File: src/rtl/reg_file_if.sv
// reg_file_if: write-back write ports, decode read/issue ports and scoreboard status.
interface reg_file_if #(parameter int DATA_W = 16);
  logic              wr_low_en;
  logic [2:0]        wr_low_addr;
  logic [DATA_W-1:0] wr_low_data;
  logic              wr_high_en;
  logic [2:0]        wr_high_addr;
  logic [DATA_W-1:0] wr_high_data;
  logic [2:0]        rd_a_addr;
  logic [2:0]        rd_b_addr;
  logic [DATA_W-1:0] rd_a_data;
  logic [DATA_W-1:0] rd_b_data;
  logic              rd_a_busy;
  logic              rd_b_busy;
  logic              iss_low_en;
  logic [2:0]        iss_low_dst;
  logic              iss_high_en;
  logic [2:0]        iss_high_dst;
  logic              sb_err;
  modport slave (
    input  wr_low_en, wr_low_addr, wr_low_data, wr_high_en, wr_high_addr, wr_high_data,
    input  rd_a_addr, rd_b_addr, iss_low_en, iss_low_dst, iss_high_en, iss_high_dst,
    output rd_a_data, rd_b_data, rd_a_busy, rd_b_busy, sb_err
  );
  modport master (
    output wr_low_en, wr_low_addr, wr_low_data, wr_high_en, wr_high_addr, wr_high_data,
    output rd_a_addr, rd_b_addr, iss_low_en, iss_low_dst, iss_high_en, iss_high_dst,
    input  rd_a_data, rd_b_data, rd_a_busy, rd_b_busy, sb_err
  );
endinterface

File: src/rtl/reg_file.sv
// reg_file: 8x DATA_W register file, two write ports, two bypassed read ports,
// and a saturating per-register pending-write scoreboard with a sticky error flag.
module reg_file #(
  parameter int DATA_W = 16,
  parameter int CNT_W  = 2
) (
  input  logic        clk,
  input  logic        rst_n,
  reg_file_if.slave   bus
);
  localparam logic [CNT_W-1:0] CNT_MAX = '1;
  logic [DATA_W-1:0] regs_q [8];
  logic [CNT_W-1:0]  cnt_q  [8];
  logic [CNT_W-1:0]  cnt_d  [8];
  logic [1:0]        dec    [8];
  logic              sb_err_q, sb_err_d;
  logic [1:0]        inc;
  logic [CNT_W+1:0]  nxt;
  // nxt is a two's-complement CNT_W+2 value: top bit flags underflow, bit CNT_W flags overflow
  always_comb begin
    sb_err_d = sb_err_q;
    inc = '0;
    nxt = '0;
    for (int r = 0; r < 8; r++) begin
      inc    = {1'b0, bus.iss_low_en && bus.iss_low_dst == 3'(r)} + {1'b0, bus.iss_high_en && bus.iss_high_dst == 3'(r)};
      dec[r] = {1'b0, bus.wr_low_en && bus.wr_low_addr == 3'(r)} + {1'b0, bus.wr_high_en && bus.wr_high_addr == 3'(r)};
      nxt    = {2'b00, cnt_q[r]} + (CNT_W+2)'(inc) - (CNT_W+2)'(dec[r]);
      cnt_d[r] = nxt[CNT_W+1] ? '0 : nxt[CNT_W] ? CNT_MAX : nxt[CNT_W-1:0];
      sb_err_d = sb_err_d | nxt[CNT_W+1] | nxt[CNT_W];
    end
  end
  assign bus.rd_a_data = (bus.wr_high_en && bus.wr_high_addr == bus.rd_a_addr) ? bus.wr_high_data :
                         (bus.wr_low_en  && bus.wr_low_addr  == bus.rd_a_addr) ? bus.wr_low_data  :
                         regs_q[bus.rd_a_addr];
  assign bus.rd_b_data = (bus.wr_high_en && bus.wr_high_addr == bus.rd_b_addr) ? bus.wr_high_data :
                         (bus.wr_low_en  && bus.wr_low_addr  == bus.rd_b_addr) ? bus.wr_low_data  :
                         regs_q[bus.rd_b_addr];
  assign bus.rd_a_busy = {2'b00, cnt_q[bus.rd_a_addr]} > (CNT_W+2)'(dec[bus.rd_a_addr]);
  assign bus.rd_b_busy = {2'b00, cnt_q[bus.rd_b_addr]} > (CNT_W+2)'(dec[bus.rd_b_addr]);
  assign bus.sb_err    = sb_err_q;
  // high port is written last so it wins an address collision
  always_ff @(posedge clk or negedge rst_n) begin
    if (!rst_n) begin
      for (int r = 0; r < 8; r++) begin
        regs_q[r] <= '0;
        cnt_q[r]  <= '0;
      end
      sb_err_q <= 1'b0;
    end else begin
      if (bus.wr_low_en)  regs_q[bus.wr_low_addr]  <= bus.wr_low_data;
      if (bus.wr_high_en) regs_q[bus.wr_high_addr] <= bus.wr_high_data;
      for (int r = 0; r < 8; r++) cnt_q[r] <= cnt_d[r];
      sb_err_q <= sb_err_d;
    end
  end
endmodule

File: src/flat_wrapper.sv
// flat-port wrapper written by rule: the top's interface ports become plain ports
module reg_file_flat 
#(
  parameter int DATA_W = 16,
  parameter int CNT_W  = 2
)
  (clk, rst_n, bus_wr_low_en, bus_wr_low_addr, bus_wr_low_data, bus_wr_high_en, bus_wr_high_addr, bus_wr_high_data, bus_rd_a_addr, bus_rd_b_addr, bus_iss_low_en, bus_iss_low_dst, bus_iss_high_en, bus_iss_high_dst, bus_rd_a_data, bus_rd_b_data, bus_rd_a_busy, bus_rd_b_busy, bus_sb_err);
  reg_file_if #(.DATA_W(DATA_W)) bus_i ();
  input  logic clk;
  input  logic rst_n;
  input wire logic [$bits(bus_i.wr_low_en)-1:0] bus_wr_low_en;
  input wire logic [$bits(bus_i.wr_low_addr)-1:0] bus_wr_low_addr;
  input wire logic [$bits(bus_i.wr_low_data)-1:0] bus_wr_low_data;
  input wire logic [$bits(bus_i.wr_high_en)-1:0] bus_wr_high_en;
  input wire logic [$bits(bus_i.wr_high_addr)-1:0] bus_wr_high_addr;
  input wire logic [$bits(bus_i.wr_high_data)-1:0] bus_wr_high_data;
  input wire logic [$bits(bus_i.rd_a_addr)-1:0] bus_rd_a_addr;
  input wire logic [$bits(bus_i.rd_b_addr)-1:0] bus_rd_b_addr;
  input wire logic [$bits(bus_i.iss_low_en)-1:0] bus_iss_low_en;
  input wire logic [$bits(bus_i.iss_low_dst)-1:0] bus_iss_low_dst;
  input wire logic [$bits(bus_i.iss_high_en)-1:0] bus_iss_high_en;
  input wire logic [$bits(bus_i.iss_high_dst)-1:0] bus_iss_high_dst;
  output wire logic [$bits(bus_i.rd_a_data)-1:0] bus_rd_a_data;
  output wire logic [$bits(bus_i.rd_b_data)-1:0] bus_rd_b_data;
  output wire logic [$bits(bus_i.rd_a_busy)-1:0] bus_rd_a_busy;
  output wire logic [$bits(bus_i.rd_b_busy)-1:0] bus_rd_b_busy;
  output wire logic [$bits(bus_i.sb_err)-1:0] bus_sb_err;
  assign bus_i.wr_low_en = bus_wr_low_en;
  assign bus_i.wr_low_addr = bus_wr_low_addr;
  assign bus_i.wr_low_data = bus_wr_low_data;
  assign bus_i.wr_high_en = bus_wr_high_en;
  assign bus_i.wr_high_addr = bus_wr_high_addr;
  assign bus_i.wr_high_data = bus_wr_high_data;
  assign bus_i.rd_a_addr = bus_rd_a_addr;
  assign bus_i.rd_b_addr = bus_rd_b_addr;
  assign bus_i.iss_low_en = bus_iss_low_en;
  assign bus_i.iss_low_dst = bus_iss_low_dst;
  assign bus_i.iss_high_en = bus_iss_high_en;
  assign bus_i.iss_high_dst = bus_iss_high_dst;
  assign bus_rd_a_data = bus_i.rd_a_data;
  assign bus_rd_b_data = bus_i.rd_b_data;
  assign bus_rd_a_busy = bus_i.rd_a_busy;
  assign bus_rd_b_busy = bus_i.rd_b_busy;
  assign bus_sb_err = bus_i.sb_err;
  reg_file #(.DATA_W(DATA_W), .CNT_W(CNT_W)) u_core (.clk(clk), .rst_n(rst_n), .bus(bus_i));
endmodule
File: config.mk
export PLATFORM = sky130hd
export DESIGN_NAME = reg_file_flat
export DESIGN_NICKNAME = d
export VERILOG_FILES = /design/src/rtl/reg_file_if.sv /design/src/rtl/reg_file.sv /design/src/flat_wrapper.sv
export SDC_FILE = /design/constraint.sdc
export NUM_CORES = 1
export LEC_CHECK = 0
export ABC_AREA = 0
export CAP_MARGIN = 30
export CORE_UTILIZATION = 54
export DETAILED_ROUTE_END_ITERATION = 10
export MAX_ROUTING_LAYER = met4
export PLACE_DENSITY_LB_ADDON = 0.25
export SETUP_SLACK_MARGIN = 0.02
export SKIP_CTS_REPAIR_TIMING = 1
export SYNTH_ARGS = -nofsm -noshare
export SYNTH_HDL_FRONTEND = slang
export SYNTH_SLANG_ARGS = --single-unit
File: constraint.sdc
create_clock -name clk -period 2.95 [get_ports clk]
set_input_delay 0.295 -clock clk [delete_from_list [all_inputs] [get_ports clk]]
set_output_delay 0.295 -clock clk [all_outputs]
set_load 0.01 [all_outputs]
==> impl_metrics.toml <==
[final_layout]
drive_above_1_share_pct = 20.2
multiInputGateArea_um2 = 7190
num-nets-final = 1349
fillers = 1509
fin_area_um2 = 13900
area_growth_pct = 21.6
insertedDiodeCount = 0
seq_area_um2 = 3630

[critical_path]
worst_ep_arrival_time_ns = 2.57
crit_path_cell_trace = "clkdlybuf4s50_1 -> buf_12 -> buf_4 -> xnor2_1 -> and4_2 -> buf_12 -> nand2_1 -> o21ai_1 -> clkdlybuf4s50_1"
reg2regPathDepth = 8
cp-endpoint = "bus_rd_a_data[15]"
critPathLaunch = "bus_rd_a_addr[1]"
crit_required_ns = 2.65
path_class = "in2out"
cpLargestDelayFamily = "buffers and inverters"
cpPeakStageDelay_ns = 0.59
path_depth = 9
end_kind = "primary output"
crit_path_start_kind = "input port"
r2r_slack_ns = 0.16
regToRegStartpoint = "u_core.cnt_q[10]"
path_max_fanout = 22
slowest_stage = "clkdlybuf4s50_1"
path_buf_inv = 5
regToRegEndpoint = "u_core.bus.sb_err"

[power_and_ir_drop]
p_per_area_nw_per_um2 = 585
max-vdd-ir-drop_v = 0.000441
clkPwrFrac_pct = 27.8
p_int_w = 0.00545
power.share.switching_pct = 32.9
pwr-share-comb_pct = 36.5
seqPwrFrac_pct = 35.7
net-switching-power_w = 0.00267
p_leak_nw = 6.28

[run]
max_cap_viol_count = 0

[timing]
hold_ws_ns = 0.377
fmax_mhz = 348
final-setup-viol-count = 0
maxSlewViolCount = 0
timing.final.hold_violations = 0
worst-slew-pin-transition_ns = 0.568
post-route-min-period_ns = 2.87
finalClockSkew_ns = 0.00392
min_period_over_period_pct = 97.3
rsz0062_at_grt = "false"
relSlewSlack_pct = 62.1

[clock_network]
cts-htree-levels = 4
clock-sinks = 145
clkLatencyLatePin_ns = 0.43
clk_path_buf_depth = 2
cts_root_buf = "clkbuf_16"
cts_tree = "done"
numCtsBuffers = 17
clk_pin_slew_worst_paths_ns = 0.06

[floorplan]
die_x_um = 147
core.rowCount = 52
core_um2 = 20500
dieHeight_um = 147
die-area_um2 = 21700
start_util_pct = 55.7
pin_count = 91

[placed_design]
dpl_cell_area_um2 = 12900
routabilityCongestion = 0.925
dpl.hpwl_um = 22100
portBuffers = 90

[global_route]
grt_pass1_vias = 9393
grt_first_pass_wirelength_um = 52200
grtUsageTotal_pct = 33.0
grt_max_degree = 100
antenna_found_initial = 0
grt_overflow = 0

[synthesis]
synth_cells = 1131
synth.top_cell.area_share_pct = 31.8
ys_seq_area_share_pct = 31.8
ys.warnings.count = 0
avgSynthCellArea_um2 = 10.1
netlist_area_um2 = 11400
synth_area_leaders = "dfrtp_1 32%, mux4_1 12%, mux2i_1 10%"
synth-main-ff-cell = "dfrtp_1"
post-synth-top-area-cell = "dfrtp_1"
async_flop_share_pct = 100
synth-edff-count = 0
synth_nets = 1239
ys_seq_elements = 145
yosys.cell_types.count = 39

[drt]
drtAntennaViolNets = 0
dr.pass1.iters = 6
drt-total-wl_um = 34100
first_iter_violations = 961
avgRoutedWirePerCell_um = 22.4
via_count = 9549
vias_per_cell = 6.27
route.detailed.drc = 0

[min_path]
hold_path.class = "in2async"

[outcome]
status = "finished clean"
[worst reg2reg max path, cell delays in order (launching register included)]
cell and delay (ns):
dfrtp_1 0.43, fa_1 0.47, ha_1 0.29, inv_1 0.05, fa_2 0.42, xor2_1 0.17, or4_1 0.42, nor4_2 0.29
nand4_1 0.13
[stage by stage]
stage | total power [W] | utilization [%] | instances | setup slack, ns | setup TNS [ns]
after floorplan | 0.00471 | - | 1131 | 0.0244 | 0
after global placement | 0.00567 | 63.1 | 1481 | -0.623 | -2.38
after detailed placement | 0.00580 | 63.1 | 1481 | -0.700 | -3.21
after CTS | 0.00806 | 66.1 | 1513 | -0.708 | -2.99
after global routing | 0.00853 | 67.7 | 1524 | 0.00266 | 0
final | 0.00811 | 67.7 | 1524 | 0.0803 | 0
[area by class of cell]
cell class                      count  share of cell area (%)
Timing Repair Buffer              204                    13.9
Inverter                           49                    1.33
Multi-Input combinational cell    824                    51.8
Clock inverter                     11                    1.12
Sequential cell                   145                    26.2
Clock buffer                       21                    3.25
Tap cell                          270                    2.44
[cell usage after synthesis, drive strengths merged, types with 2 or more instances]
| library cell | count |
|---|---|
| dfrtp | 145 |
| nand2 | 222 |
| ha | 28 |
| or3b | 2 |
| clkbuf | 58 |
| nor3 | 9 |
| mux2 | 36 |
| nor2 | 69 |
| mux2i | 116 |
| o21ai | 112 |
| mux4 | 80 |
| xor2 | 7 |
| buf | 55 |
| xnor2 | 13 |
| clkinv | 3 |
| fa | 24 |
| or2 | 2 |
| nand2b | 8 |
| nor3b | 4 |
| nand4 | 6 |
| a221oi | 3 |
| a21oi | 22 |
| inv | 46 |
| nand4b | 4 |
| a31oi | 51 |
| and4 | 2 |
[cell families after synthesis]
kind of cell	count (synthesis)	synth area share, %
flip-flops	145	31.8
AO/OA/AOI/OAI	190	9.04
adder cells (fa/ha/maj)	52	7.28
XOR/XNOR	20	1.54
AND/OR/NAND/NOR	330	12.0
buffers and inverters	162	7.06
multiplexers	232	31.2
[registers in the layout, indices dropped and copies added (netlist names)]
signal	cells
u_core.regs_q	128
u_core.cnt_q	16
u_core.bus.sb_err	1
[worst min-delay path by stage]
stage,start,slack (ns),end,cells past startpoint
after floorplan,rst_n,-0.0006,u_core.bus.sb_err,0
after global placement,rst_n,0.27,u_core.regs_q[58],1
after detailed placement,rst_n,0.27,u_core.regs_q[58],1
after CTS,rst_n,-0.18,u_core.regs_q[58],1
after global routing,rst_n,0.41,u_core.regs_q[58],2
final,rst_n,0.38,u_core.regs_q[58],2
[layer usage]
layer / vias to the layer above / global-route usage, % / part of all wire, %
li1: 4262 / - / -
met1: 4708 / 43.4 / 42
met2: 503 / 51.2 / 47
met3: 76 / 5.93 / 7.9
met4: 0 / 12.6 / 2.9
met5: - / - / 0
[power groups by stage]
| stage | Clock, W | Combinational [W] | Sequential (W) |
|---|---|---|---|
| global placement | 0 | 0.00280 | 0.00286 |
| CTS | 0.00226 | 0.00293 | 0.00287 |
| detailed placement | 0 | 0.00290 | 0.00290 |
| finish | 0.00226 | 0.00296 | 0.00290 |
| floorplan | 0 | 0.00197 | 0.00275 |
| global route | 0.00235 | 0.00324 | 0.00294 |
[layout by cell type, fill, tap and decap left out, drive strengths merged, types with 6 or more instances in the layout]
cell type,Yosys,layout
nor2,69,69
ha,28,28
nor3,9,9
nand2,222,222
clkdlybuf4s50,0,60
mux2,36,36
clkbuf,58,22
o21ai,112,112
nand2b,8,8
mux2i,116,116
xor2,7,7
mux4,80,80
xnor2,13,13
a21oi,22,22
dlymetal6s2s,0,24
nand4,6,6
inv,46,48
a31oi,51,51
dfrtp,145,145
clkinv,3,8
buf,55,118
fa,24,24
Power figures use the tool's default switching activity.
